**src/rtl/hd_uart_loader_pkg.sv**
```systemverilog
// Package shared by the UART loader slice.
// Holds the loader FSM state type, the UART receiver state type and the
// default bit-period constant for a 50 MHz clock at 115200 baud.
package hd_uart_loader_pkg;

    localparam int unsigned DEFAULT_CLKS_PER_BIT = 434;

    typedef enum logic [2:0] {
        S_IDLE   = 3'd0,
        S_LEN_HI = 3'd1,
        S_LEN_LO = 3'd2,
        S_DATA   = 3'd3,
        S_WRITE  = 3'd4,
        S_DONE   = 3'd5,
        S_ERROR  = 3'd6
    } ld_state_e;

    typedef enum logic [1:0] {
        RX_IDLE  = 2'd0,
        RX_START = 2'd1,
        RX_DATA  = 2'd2,
        RX_STOP  = 2'd3
    } rx_state_e;

endpackage

```
**src/rtl/hd_uart_loader_uart_rx.sv**
```systemverilog
// 8N1 UART receiver.
// Ports:
//   clk_i        - clock, all state on rising edge
//   rst_ni       - asynchronous active-low reset
//   rx_i         - serial line, idle high, asynchronous to clk_i
//   byte_o       - last received byte (valid with byte_valid_o)
//   byte_valid_o - one-cycle pulse, byte received with a good stop bit
//   frame_err_o  - one-cycle pulse, stop bit sampled low (byte dropped)
module uart_rx
    import hd_uart_loader_pkg::*;
#(
    parameter int unsigned CLKS_PER_BIT = DEFAULT_CLKS_PER_BIT
) (
    input  logic       clk_i,
    input  logic       rst_ni,
    input  logic       rx_i,
    output logic [7:0] byte_o,
    output logic       byte_valid_o,
    output logic       frame_err_o
);

    localparam int unsigned     CNT_W   = $clog2(CLKS_PER_BIT + 1);
    localparam logic [CNT_W-1:0] HALF_M1 = CNT_W'(CLKS_PER_BIT / 2 - 1);
    localparam logic [CNT_W-1:0] FULL_M1 = CNT_W'(CLKS_PER_BIT - 1);

    logic             sync1_q, sync2_q, prev_q;
    rx_state_e        state_q, state_d;
    logic [CNT_W-1:0] cnt_q, cnt_d;
    logic [2:0]       bit_q, bit_d;
    logic [7:0]       shift_q, shift_d;
    logic             valid_q, valid_d;
    logic             ferr_q, ferr_d;

    always_ff @(posedge clk_i or negedge rst_ni) begin
        if (!rst_ni) begin
            sync1_q <= 1'b1;
            sync2_q <= 1'b1;
            prev_q  <= 1'b1;
            state_q <= RX_IDLE;
            cnt_q   <= '0;
            bit_q   <= '0;
            shift_q <= '0;
            valid_q <= 1'b0;
            ferr_q  <= 1'b0;
        end else begin
            sync1_q <= rx_i;
            sync2_q <= sync1_q;
            prev_q  <= sync2_q;
            state_q <= state_d;
            cnt_q   <= cnt_d;
            bit_q   <= bit_d;
            shift_q <= shift_d;
            valid_q <= valid_d;
            ferr_q  <= ferr_d;
        end
    end

    always_comb begin
        state_d = state_q;
        cnt_d   = cnt_q;
        bit_d   = bit_q;
        shift_d = shift_q;
        valid_d = 1'b0;
        ferr_d  = 1'b0;
        case (state_q)
            RX_IDLE: begin
                cnt_d = '0;
                if (prev_q && !sync2_q) state_d = RX_START;
            end
            RX_START: begin
                // A line that is high again at mid-bit was a glitch.
                if (cnt_q == HALF_M1) begin
                    cnt_d   = '0;
                    bit_d   = '0;
                    state_d = sync2_q ? RX_IDLE : RX_DATA;
                end else begin
                    cnt_d = cnt_q + CNT_W'(1);
                end
            end
            RX_DATA: begin
                if (cnt_q == FULL_M1) begin
                    cnt_d   = '0;
                    shift_d = {sync2_q, shift_q[7:1]};
                    if (bit_q == 3'd7) state_d = RX_STOP;
                    else               bit_d   = bit_q + 3'd1;
                end else begin
                    cnt_d = cnt_q + CNT_W'(1);
                end
            end
            RX_STOP: begin
                if (cnt_q == FULL_M1) begin
                    cnt_d   = '0;
                    state_d = RX_IDLE;
                    if (sync2_q) valid_d = 1'b1;
                    else         ferr_d  = 1'b1;
                end else begin
                    cnt_d = cnt_q + CNT_W'(1);
                end
            end
            default: state_d = RX_IDLE;
        endcase
    end

    assign byte_o       = shift_q;
    assign byte_valid_o = valid_q;
    assign frame_err_o  = ferr_q;

endmodule

```
**src/rtl/hd_uart_loader.sv**
```systemverilog
// UART loader: receives a length-prefixed, big-endian word stream over UART
// and writes each word into the Hard_Disk memory.
// Ports:
//   clk        - 50 MHz clock
//   reset      - asynchronous active-low reset
//   rx         - UART serial line (8N1, idle high)
//   start      - one-cycle pulse arming a load session
//   hd_addr    - Hard_Disk write address
//   hd_data    - Hard_Disk write data
//   hd_write   - Hard_Disk write strobe, one cycle per word
//   busy       - session in progress
//   done       - session completed (held until start/reset)
//   error      - framing or length error (held until start/reset)
//   word_count - words written in current/last session
module hd_uart_loader
    import hd_uart_loader_pkg::*;
#(
    parameter int unsigned CLKS_PER_BIT = DEFAULT_CLKS_PER_BIT,
    parameter int unsigned ADDR_WIDTH   = 10,
    parameter int unsigned DATA_WIDTH   = 32
) (
    input  logic                  clk,
    input  logic                  reset,
    input  logic                  rx,
    input  logic                  start,
    output logic [ADDR_WIDTH-1:0] hd_addr,
    output logic [DATA_WIDTH-1:0] hd_data,
    output logic                  hd_write,
    output logic                  busy,
    output logic                  done,
    output logic                  error,
    output logic [15:0]           word_count
);

    localparam int unsigned BYTES     = DATA_WIDTH / 8;
    localparam int unsigned MAX_WORDS = (ADDR_WIDTH >= 16) ? 32'd65535 : (32'd1 << ADDR_WIDTH);

    // Reset asserts asynchronously, releases on clk through two flops.
    logic [1:0] rst_sync_q;
    logic       rst_n;

    always_ff @(posedge clk or negedge reset) begin
        if (!reset) rst_sync_q <= '0;
        else        rst_sync_q <= {rst_sync_q[0], 1'b1};
    end
    assign rst_n = rst_sync_q[1];

    logic [7:0] rx_byte;
    logic       rx_valid, rx_ferr;

    uart_rx #(.CLKS_PER_BIT(CLKS_PER_BIT)) u_rx (
        .clk_i        (clk),
        .rst_ni       (rst_n),
        .rx_i         (rx),
        .byte_o       (rx_byte),
        .byte_valid_o (rx_valid),
        .frame_err_o  (rx_ferr)
    );

    ld_state_e             state_q, state_d;
    logic [7:0]            len_hi_q, len_hi_d;
    logic [15:0]           len_q, len_d;
    logic [DATA_WIDTH-1:0] word_q, word_d;
    logic [7:0]            idx_q, idx_d;
    logic [15:0]           wc_q, wc_d;
    logic [ADDR_WIDTH-1:0] addr_q, addr_d;
    logic [DATA_WIDTH-1:0] data_q, data_d;

    logic [15:0]           len_new;
    logic [DATA_WIDTH-1:0] word_new;
    logic [15:0]           wc_inc;

    assign len_new  = {len_hi_q, rx_byte};
    assign word_new = {word_q[DATA_WIDTH-9:0], rx_byte};
    assign wc_inc   = wc_q + 16'd1;

    always_ff @(posedge clk or negedge rst_n) begin
        if (!rst_n) begin
            state_q  <= S_IDLE;
            len_hi_q <= '0;
            len_q    <= '0;
            word_q   <= '0;
            idx_q    <= '0;
            wc_q     <= '0;
            addr_q   <= '0;
            data_q   <= '0;
        end else begin
            state_q  <= state_d;
            len_hi_q <= len_hi_d;
            len_q    <= len_d;
            word_q   <= word_d;
            idx_q    <= idx_d;
            wc_q     <= wc_d;
            addr_q   <= addr_d;
            data_q   <= data_d;
        end
    end

    always_comb begin
        state_d  = state_q;
        len_hi_d = len_hi_q;
        len_d    = len_q;
        word_d   = word_q;
        idx_d    = idx_q;
        wc_d     = wc_q;
        addr_d   = addr_q;
        data_d   = data_q;
        case (state_q)
            S_IDLE, S_DONE, S_ERROR: begin
                if (start) begin
                    state_d = S_LEN_HI;
                    wc_d    = '0;
                    idx_d   = '0;
                end
            end
            S_LEN_HI: begin
                if (rx_ferr) state_d = S_ERROR;
                else if (rx_valid) begin
                    len_hi_d = rx_byte;
                    state_d  = S_LEN_LO;
                end
            end
            S_LEN_LO: begin
                if (rx_ferr) state_d = S_ERROR;
                else if (rx_valid) begin
                    len_d = len_new;
                    if (len_new == '0)                   state_d = S_DONE;
                    else if (32'(len_new) > MAX_WORDS)   state_d = S_ERROR;
                    else                                 state_d = S_DATA;
                end
            end
            S_DATA: begin
                if (rx_ferr) state_d = S_ERROR;
                else if (rx_valid) begin
                    word_d = word_new;
                    if (idx_q == 8'(BYTES - 1)) begin
                        // Address/data latched here so they are stable for
                        // the whole WRITE cycle.
                        idx_d   = '0;
                        addr_d  = ADDR_WIDTH'(wc_q);
                        data_d  = word_new;
                        state_d = S_WRITE;
                    end else begin
                        idx_d = idx_q + 8'd1;
                    end
                end
            end
            S_WRITE: begin
                wc_d    = wc_inc;
                state_d = (wc_inc == len_q) ? S_DONE : S_DATA;
            end
            default: state_d = S_IDLE;
        endcase
    end

    assign hd_write   = (state_q == S_WRITE);
    assign busy       = (state_q == S_LEN_HI) || (state_q == S_LEN_LO) ||
                        (state_q == S_DATA)   || (state_q == S_WRITE);
    assign done       = (state_q == S_DONE);
    assign error      = (state_q == S_ERROR);
    assign word_count = wc_q;
    assign hd_addr    = addr_q;
    assign hd_data    = data_q;

endmodule

```
**config.mk**
```make
export PLATFORM = sky130hd
export DESIGN_NAME = hd_uart_loader
export DESIGN_NICKNAME = d
export VERILOG_FILES = /design/src/rtl/hd_uart_loader_pkg.sv /design/src/rtl/hd_uart_loader_uart_rx.sv /design/src/rtl/hd_uart_loader.sv
export SDC_FILE = /design/constraint.sdc
export NUM_CORES = 1
export LEC_CHECK = 0
export ABC_AREA = 1
export CORE_UTILIZATION = 60
export CTS_CLUSTER_SIZE = 10
export DETAILED_ROUTE_END_ITERATION = 8
export PLACE_DENSITY_LB_ADDON = 0.25
export SYNTH_ARGS = -nofsm -noshare
export SYNTH_HDL_FRONTEND = slang
export SYNTH_SLANG_ARGS = --single-unit
```
**constraint.sdc**
```tcl
create_clock -name clk -period 8.1 [get_ports clk]
set_clock_uncertainty 0.1 [all_clocks]
set_input_delay 1.62 -clock clk [delete_from_list [all_inputs] [get_ports clk]]
set_output_delay 1.62 -clock clk [all_outputs]
set_load 0.05 [all_outputs]
```
==> results of run 1 <==
==> synthesized netlist by cell type (7+ instances only) <==
master	count
a21oi_1	16
clkbuf_1	16
dfrtp_1	143
ha_1	7
inv_1	103
nand2_1	203
nand3_1	42
nand4_1	16
nor2_1	42
nor3_1	7
o21ai_0	110
o22ai_1	11
==> sequential cells by signal, indices dropped and copies added, names as in the netlist, 2 cells and up, named ones only <==
register / count
hd_data: 32
state_q: 3
word_count: 16
u_rx.bit_q: 3
idx_q: 8
len_hi_q: 8
u_rx.cnt_q: 9
u_rx.byte_o: 8
len_q: 16
rst_sync_q: 2
word_q: 24
hd_addr: 10
==> worst paths after layout <==
kind | start | endpoint | slack [ns]
hold reg to reg | rst_sync_q[0] | rst_sync_q[1] | 0.25
setup / recovery | state_q[0] | hd_write | 3.66
hold / removal | rst_sync_q[0] | rst_sync_q[1] | 0.25
setup reg to reg | word_count[0] | state_q[1] | 5.84
min in group asynchronous | rst_sync_q[1] | hd_data[11] | 0.33
max in group asynchronous | rst_sync_q[1] | word_count[7] | 6.05
==> routing by layer <==
metal  up-vias  GRT usage
met1      2730      0.367
li1       2673          -
met4         0      0.108
met5         -          0
met2       169      0.481
met3        22     0.0590
==> report_power, final <==
part           switching, mW  total, mW  internal, mW
logic                 0.0515     0.0732        0.0217
clock network          0.319      0.740         0.420
registers             0.0157      0.758         0.742
==> critical path, stage by stage (launching register included) <==
cell	delay, ns
dfrtp_1	0.40
nor2_1	0.09
nand2_1	0.46
clkinv_1	0.44
clkdlybuf4s50_1	0.81
==> cell families (layout without fill, tap and decap cells) <==
group,Yosys count,count (layout)
mux,1,1
compound gates,152,152
simple gates,334,334
xor+xnor,11,11
other cells,1,1
fa+ha+maj,7,7
buf+inv,127,205
flops,146,146
==> through the flow <==
step / cell area (sq um) / hold WS (ns) / cells / setup WS [ns] / total power, mW
2_1_floorplan: 6610 / 0.231 / 779 / 3.64 / 0.822
3_3_place_gp: 7370 / 0.239 / 961 / 4.33 / 0.836
3_5_place_dp: 7370 / 0.236 / 961 / 4.24 / 0.845
4_1_cts: 7930 / 0.252 / 993 / 3.68 / 1.58
5_1_grt: 7930 / 0.260 / 993 / 3.55 / 1.62
6_report: 7930 / 0.250 / 993 / 3.66 / 1.57
==> final cells by class <==
class | instances | area (sq um)
tap | 136 | 170
inverter | 105 | 394
fill | 709 | 2580
clock inverter | 13 | 126
sequential | 146 | 3660
clock buffer | 19 | 432
timing repair buffer | 68 | 673
multi-input combinational | 506 | 2470
==> summary.md, run 1 <==
| Metric | Value |
|---|---|
| TritonCTS clock tree | done |
| Max-Cap Viols | 0 |
| CTS Sinks | 146 |
| Crit path arrival time | 2.72 ns |
| Core ar. | 0.0105 sq mm |
| DR top layer | met4 |
| Crit path capture type | output pin |
| WL final | 15,200 um |
| Synthesized area | 0.00661 sq mm |
| Hold Vio Cnt, Final | 0 |
| Root Buffer | clkbuf_8 |
| Worst skew pair latency | 0.53 ns |
| Met2 Routed Length | 7700 um |
| First-pass GRT wire length | 25,100 um |
| Dominant combinational cell family by area after synthesis | simple AND/OR/NAND/NOR gates |
| Sequential share of the synthesized area | 0.553 |
| Worst Path Max Fanout | 15 |
| Via count | 5,594 |
| Total grt overflow | 0 |
| Post-Synth XOR/XNOR Area | 0.0167 |
| Post-synth EDFFs | 0 |
| Peak VDD IR | 0.127 mV |
| Tcrit/Tclk final | 0.548 |
| Leakage | 3.81 nW |
| Ys async rst share | 1.00 |
| Antenna cells | 0 |
| Simple-gate portion of the synthesized area | 0.218 |
| Ys flop type | dfrtp_1 |
| Adder-cell share of the synthesized area | 0.0133 |
| Worst Setup Path Type | reg -> out |
| Status | finished, final reports clean |
| CP startpoint kind | register |
| Postcts setup bufs | 0 |
| Post-route DRC | 0 |
| # resized after CTS | 0 |
| Slew Limit Fails | 0 |
| Die width | 107 um |
| Max Root-Sink Buffers | 2 |
| Drt pass-1 iters | 5 |
| Initial Util | 0.629 |
| IO Port Bufs | 65 |
| Yosys cell types | 39 |
| Setup_tns | 0 ns |
| Compound-Gate Fraction of Synth Area | 0.123 |
| Layout cells sized above 1 | 0.0653 |
| Commonest non-fill, non-tap cells in the layout | nand2_1 (202), dfrtp_1 (142), o21ai_0 (110) |
| Initial antenna violation count | 0 |
| RSZ-0062 raised after global routing | no |
| Warnings, synthesis | 0 |
| Layout Nets | 855 |
| CTS Hold Bufs | 0 |
| Synth area leaders | dfrtp_1 (54%), nand2_1 (12%), o21ai_0 (8.3%), inv_1 (5.8%), nand3_1 (3.2%) |
| Final setup vio count | 0 |
| Pwr dens | 198 mW/mm^2 |
| Vias in the first global route | 5,438 |
| Die Height | 107 um |
| Syn Area/Cell | 8.49 sq um |
| Fmax | 0.225 GHz |
| IO Count | 66 |
| Most common cell after layout, fill and taps aside | nand2_1 |
| Total Die Area | 0.0114 sq mm |
| Row cnt | 37 |
| Final core occ | 0.754 |
| Mux cell area share after synthesis | 0.00170 |
| Max_slew headroom | 0.318 |
| Clock slew at reported path FFs | 0.07 ns |
| DR WL met3 | 818 um |
| Vias per Instance | 5.63 |
| Largest net degree at the start of global routing | 85 |
| Area added between synthesis and finish | 19.9% |
| Starting DRT DRC Count | 560 |
| Critical Path RT | 6.38 ns |
| Htree depth | 4 |
| Slew @ Worst Pin | 1.02 ns |
| M1 WL | 6400 um |
| Top cell type by total area after synthesis | dfrtp_1 |
| Dpl hpwl | 10,200 um |
| Worst Hold Class | reg -> reg |
| Syn Nets | 790 |
| Reg2reg path depth | 14 |
| Routed Antenna Nets | 0 |
| #FFs+latches synth | 146 |
| Final min period | 4.44 ns |
| GRT Util Overall | 0.286 |
| Synth top area share | 0.541 |
| Placer congestion estimate | 0.845 |
| Wire length per cell | 15.3 um |
| Mapped Cells | 779 |
| TritonCTS Buffers | 17 |
| Worst hold path cell count | 0 |
(Power assumes the default switching activity.)
==> run 2: changes to the inputs <==
--- a/config.mk
+++ b/config.mk
@@ -6,7 +6,7 @@
 export NUM_CORES = 1
 export LEC_CHECK = 0
 export ABC_AREA = 1
-export CORE_UTILIZATION = 60
+export CORE_UTILIZATION = 57
 export CTS_CLUSTER_SIZE = 10
 export DETAILED_ROUTE_END_ITERATION = 8
 export PLACE_DENSITY_LB_ADDON = 0.25
==> constraint.sdc (replaced) <==
create_clock -name clk -period 4.2 [get_ports clk]
set_clock_uncertainty 0.1 [all_clocks]
set_input_delay 0.84 -clock clk [delete_from_list [all_inputs] [get_ports clk]]
set_output_delay 0.84 -clock clk [all_outputs]
set_load 0.05 [all_outputs]
==> run 2 against run 1 <==
  * Combinational power is 82% higher
  * Largest power group is now clock
  * Register-to-register slack worse by 4.0 ns
  * Critical endpoint unchanged
  * Worst hold slack better by 0.0021 ns
  * Utilization is 3.0 points lower
  * Worst setup slack worse by 2.7 ns
  * First-iteration DRC count is 18% lower
  * Power is 100% higher
  * Critical path type unchanged
  * Cell count is 0.60% higher
==> summary.md, run 2 (same netlist as run 1, synthesis figures left out) <==
| Metric | Value |
|---|---|
| CTS Hold Bufs | 0 (unchanged) |
| TritonCTS Buffers | 17 (unchanged) |
| # resized after CTS | 0 (unchanged) |
| Drt pass-1 iters | 6 (+1) |
| Pwr dens | 399 mW/mm^2 (+100%) |
| Row cnt | 38 (+2.7%) |
| Post-route DRC | 0 (unchanged) |
| Max_slew headroom | 0.299 (-0.0195) |
| Placer congestion estimate | 0.872 (+3.2%) |
| R2R setup slack | 1.84 ns (-4.00 ns) |
| Starting DRT DRC Count | 460 (-18%) |
| Clock slew at reported path FFs | 0.06 ns (about the same) |
| GRT Util Overall | 0.273 (-0.0127) |
| Die Height | 110 um (+2.5%) |
| Final Hold Slack | 0.252 ns (+0.00213 ns) |
| Commonest non-fill, non-tap cells in the layout | nand2_1 (202), dfrtp_1 (142), o21ai_0 (110) |
| Max-Cap Viols | 0 (unchanged) |
| Setup_tns | 0 ns (unchanged) |
| IO Port Bufs | 65 (unchanged) |
| Layout cells sized above 1 | 0.0687 (+0.00334) |
| CP startpoint kind | register |
| CP endpoint | hd_write |
| Max Root-Sink Buffers | 2 (unchanged) |
| Core ar. | 0.0111 sq mm (+5.4%) |
| Tcrit/Tclk final | 0.767 |
| IO Count | 66 (unchanged) |
| Area added between synthesis and finish | 21.4% |
| Final min period | 3.22 ns |
| Vias per Instance | 5.52 (-2.1%) |
| FILL cells | 842 (+19%) |
| Crit path arrival time | 2.28 ns (-0.44 ns) |
| Largest net degree at the start of global routing | 85 (unchanged) |
| Antenna cells | 0 (unchanged) |
| Critical Path RT | 3.26 ns (-3.12 ns) |
| CTS Sinks | 146 (unchanged) |
| Final setup vio count | 0 (unchanged) |
| Reg2reg path depth | 11 (-3) |
| CP max stage delay | 0.84 ns (+0.03 ns) |
| Hold wc startpoint | rst_sync_q[0] |
| Wire length per cell | 14.8 um (-2.7%) |
| Worst Setup Path Type | reg -> out |
| Worst Hold Class | reg -> reg |
| Slew Limit Fails | 0 (unchanged) |
| Worst Path Max Fanout | 15 (unchanged) |
| CP max stage cell | clkdlybuf4s50_1 |
| Initial Util | 0.597 (-0.0323) |
| Die width | 110 um (+2.5%) |
| Dpl hpwl | 10,000 um (-1.4%) |
| Vias in the first global route | 5,304 (-2.5%) |
| Via count | 5,511 (-1.5%) |
| Initial antenna violation count | 0 (unchanged) |
| Hold Vio Cnt, Final | 0 (unchanged) |
| Routed Antenna Nets | 0 (unchanged) |
| Leakage | 3.86 nW (+1.3%) |
| Crit path capture type | output pin |
| Total Die Area | 0.0120 sq mm (+5.2%) |
| Crit path from | state_q[0] |
| R2r startpoint | state_q[2] |
| First-pass GRT wire length | 24,800 um (-1.3%) |
| WL final | 14,800 um (-2.1%) |
| RSZ-0062 raised after global routing | no |
| Status | finished, final reports clean |
| Total grt overflow | 0 (unchanged) |
| Fmax | 0.310 GHz |
| Htree depth | 4 (unchanged) |
| Root Buffer | clkbuf_16 |
| Peak VDD IR | 0.314 mV (+150%) |
| Most common cell after layout, fill and taps aside | nand2_1 |
| Slew @ Worst Pin | 1.05 ns (+0.0293 ns) |
| CP cell instances | nor2_1 -> nand2_1 -> buf_4 -> clkinv_1 -> clkdlybuf4s50_1 |
| R2r endpoint | idx_q[4] |
| Postcts setup bufs | 0 (unchanged) |
| Worst skew pair latency | 0.42 ns (-0.11 ns) |
| TritonCTS clock tree | done |
| Max reg flops | 32 (unchanged) |
| Layout Nets | 857 (+0.23%) |
-- run 2: changes by cell type in the layout (fill, tap and decap cells not counted), sizes merged --
| cell | before | now |
|---|---|---|
| inv | 109 | 108 |
| clkbuf | 19 | 20 |
| bufinv | 1 | 3 |
| clkinv | 4 | 3 |
| clkinvlp | 4 | 3 |
| buf | 3 | 5 |
-- run 2: how the worst min path moves through the flow --
| stage | endpoint | slack (ns) | cells after the start |
|---|---|---|---|
| finish | rst_sync_q[1] | 0.25 | 0 |
| global route | u_rx.sync2_q | 0.26 | 0 |
| CTS | rst_sync_q[1] | 0.26 | 0 |
| detailed placement | rst_sync_q[1] | 0.24 | 0 |
| global placement | rst_sync_q[1] | 0.24 | 0 |
| floorplan | rst_sync_q[1] | 0.23 | 0 |
-- run 2: cell type report --
cell class	instances	area (sq um)	share of cell area
flip-flops and latches	146	3660	0.456
inverters	105	394	0.0491
repair buffers	70	688	0.0857
clock buffers	20	467	0.0581
clock inverters	12	170	0.0212
multi-input cells	506	2470	0.308
well taps	140	175	0.0218
-- run 2: metal layers --
layer  vias up  wire, um  GRT usage
li1       2673         -          -
met1      2653      6680      0.365
met2       169      7270      0.448
met3        16       731     0.0581
met4         0       161     0.0886
met5         -         0          0
-- run 2: worst max-delay path: cells and delay by family (launching register included) --
kind | cells | cell delay, ns
buffers and inverters | 3 | 1.21
flip-flops | 1 | 0.43
AND/OR/NAND/NOR | 2 | 0.22
-- run 2: power breakdown --
part | switching [mW] | internal, mW | total, mW
combinational | 0.0910 | 0.0418 | 0.133
clock | 0.614 | 0.995 | 1.61
sequential | 0.0328 | 1.43 | 1.46
total | 0.737 | 2.47 | 3.21
-- run 2: per-stage QoR --
stage          setup WS (ns)  utilization  instance area [sq um]  total power [mW]  instances
3_5_place_dp            1.43        0.667                   7390              1.62        967
2_1_floorplan           1.68            -                   6610              1.59        779
6_report               0.977        0.725                   8030              3.21        999
5_1_grt                0.915        0.725                   8030              3.31        999
3_3_place_gp            1.48        0.667                   7390              1.61        967
4_1_cts                0.971        0.725                   8030              3.23        999
==> run 3: changes to the inputs <==
==> constraint.sdc (replaced) <==
create_clock -name clk -period 3.4 [get_ports clk]
set_clock_uncertainty 0.1 [all_clocks]
set_input_delay 0.68 -clock clk [delete_from_list [all_inputs] [get_ports clk]]
set_output_delay 0.68 -clock clk [all_outputs]
set_load 0.05 [all_outputs]
==> run 3 against run 2 <==
  * Via count grew 0.56%
  * Routed wire length grew 1.8%
  * Power up 20%
  * First-iteration DRC count down 1.3%
  * Clock power grew 16%
  * Sequential share of layout area grew 0.16 points
  * Sequential power grew 24%
  * Worst hold slack improved by 0.0027 ns
  * Largest power group unchanged
  * Critical path depth stayed put
  * Combinational power grew 31%
==> summary.md, run 3 (same netlist as run 1, synthesis figures left out) <==
| Metric | Value |
|---|---|
| Status | finished, final reports clean |
| GRT busiest layer | met2 |
| Leakage | 3.86 nW (about the same) |
| Vias per Instance | 5.56 (+0.87%) |
| Most common cell after layout, fill and taps aside | nand2_1 |
| Max-Cap Viols | 0 (unchanged) |
| Slew @ Worst Pin | 0.873 ns (-0.179 ns) |
| Max Root-Sink Buffers | 2 (unchanged) |
| Max reg flops | 32 (unchanged) |
| GR Util met3 | 0.0694 (+0.0113) |
| Routed Antenna Nets | 0 (unchanged) |
| Die width | 110 um (unchanged) |
| Postcts setup bufs | 0 (unchanged) |
| Fmax | 0.357 GHz |
| Initial Util | 0.597 (unchanged) |
| Antenna cells | 0 (unchanged) |
| Clock slew at reported path FFs | 0.06 ns (about the same) |
| Vias in the first global route | 5,384 (+1.5%) |
| GRT Util Overall | 0.278 (+0.00488) |
| Placer congestion estimate | 0.885 (+1.5%) |
| Routing usage on met1 | 0.359 (-0.00629) |
| CP startpoint kind | register |
| Final setup vio count | 0 (unchanged) |
| TritonCTS Buffers | 17 (unchanged) |
| Initial antenna violation count | 0 (unchanged) |
| Dpl hpwl | 10,200 um (+1.4%) |
| Hold Vio Cnt, Final | 0 (unchanged) |
| First-pass GRT wire length | 25,400 um (+2.3%) |
| Met2 Use GR | 0.463 (+0.0148) |
| Layout Nets | 858 (+0.12%) |
| FILL cells | 795 (-5.6%) |
| WL final | 15,100 um (+1.8%) |
| Layout cells sized above 1 | 0.0643 (-0.00443) |
| Die Height | 110 um (unchanged) |
| Via count | 5,542 (+0.56%) |
| Final Hold Slack | 0.254 ns (+0.00266 ns) |
| Crit path arrival time | 2.02 ns (-0.26 ns) |
| Final min period | 2.80 ns |
| Placed inst area | 0.00741 sq mm (+0.27%) |
| Critical Path RT | 2.62 ns (-0.64 ns) |
| Worst hold path cell count | 0 (unchanged) |
| CTS Hold Bufs | 0 (unchanged) |
| Row cnt | 38 (unchanged) |
| Area added between synthesis and finish | 21.0% |
| # resized after CTS | 0 (unchanged) |
| Worst skew pair latency | 0.41 ns (about the same) |
| IO Count | 66 (unchanged) |
| Wire length per cell | 15.2 um (+2.1%) |
| Worst Path Max Fanout | 5 (-10) |
| Max_slew headroom | 0.417 (+0.118) |
| RSZ-0062 raised after global routing | no |
| Tcrit/Tclk final | 0.824 |
| Starting DRT DRC Count | 454 (-1.3%) |
| Commonest non-fill, non-tap cells in the layout | nand2_1 (202), dfrtp_1 (142), o21ai_0 (110) |
| Worst Hold Class | reg -> reg |
| Core ar. | 0.0111 sq mm (unchanged) |
| Htree depth | 4 (unchanged) |
| Peak VDD IR | 0.488 mV (+55%) |
| Total grt overflow | 0 (unchanged) |
| TritonCTS clock tree | done |
| IO Port Bufs | 65 (unchanged) |
| Largest net degree at the start of global routing | 85 (unchanged) |
| Pwr dens | 481 mW/mm^2 (+20%) |
| CTS Sinks | 146 (unchanged) |
| Worst Setup Path Type | reg -> out |
| Slew Limit Fails | 0 (unchanged) |
| Drt pass-1 iters | 5 (-1) |
| Crit path capture type | output pin |
| PnR Total Power | 3.85 mW (+20%) |
| Post-route DRC | 0 (unchanged) |
| Root Buffer | clkbuf_16 |
| Reg2reg path depth | 10 (-1) |
| Setup_tns | 0 ns (unchanged) |
| Total Die Area | 0.0120 sq mm (unchanged) |
| Post-route cell area | 0.00800 sq mm (-0.34%) |
| Final core occ | 0.722 (-0.00248) |
## run 3: changes by cell type in the layout (fill, tap and decap cells not counted), sizes merged
cell      delta
clkbuf       +2
buf          +1
clkinvlp     -3
clkinv       +1
inv          -4
## run 3: stage by stage
stage	std cells	setup slack, ns
detailed placement	968	1.06
global route	996	0.505
CTS	996	0.625
global placement	968	1.10
floorplan	779	0.880
finish	996	0.599
## run 3: area by class of cell
class	count	area, sq um	area share
tap	140	175	0.0219
sequential	146	3660	0.458
clock inverter	6	105	0.0131
multi-input combinational	506	2470	0.309
clock buffer	22	484	0.0605
timing repair buffer	71	708	0.0885
inverter	105	394	0.0493
## run 3: power by group
group	leakage (nW)	internal (mW)	total, mW	switching, mW
combinational	1.76	0.0533	0.174	0.121
clock	0.294	1.21	1.86	0.654
sequential	1.80	1.77	1.81	0.0402
## run 3: per-layer routing
| metal | part of all wire | wire length (um) |
|---|---|---|
| met1 | 0.44 | 6630 |
| met2 | 0.49 | 7410 |
| met3 | 0.055 | 832 |
| met4 | 0.016 | 235 |
| met5 | 0 | 0 |
## run 3: critical path: stages (launching register included)
cell             delay [ns]
dfrtp_1                0.43
nor2_1                 0.08
nor2_1                 0.14
inv_1                  0.10
nand2_1                0.07
clkdlybuf4s50_1        0.79
## run 3: final timing paths
check | start | to | slack (ns)
max in group asynchronous | rst_sync_q[1] | u_rx.sync1_q | 1.90
max | state_q[1] | busy | 0.60
min reg2reg | u_rx.sync1_q | u_rx.sync2_q | 0.25
min | u_rx.sync1_q | u_rx.sync2_q | 0.25
max reg2reg | state_q[2] | hd_data[19] | 1.05
min in group asynchronous | reset | rst_sync_q[1] | 0.33
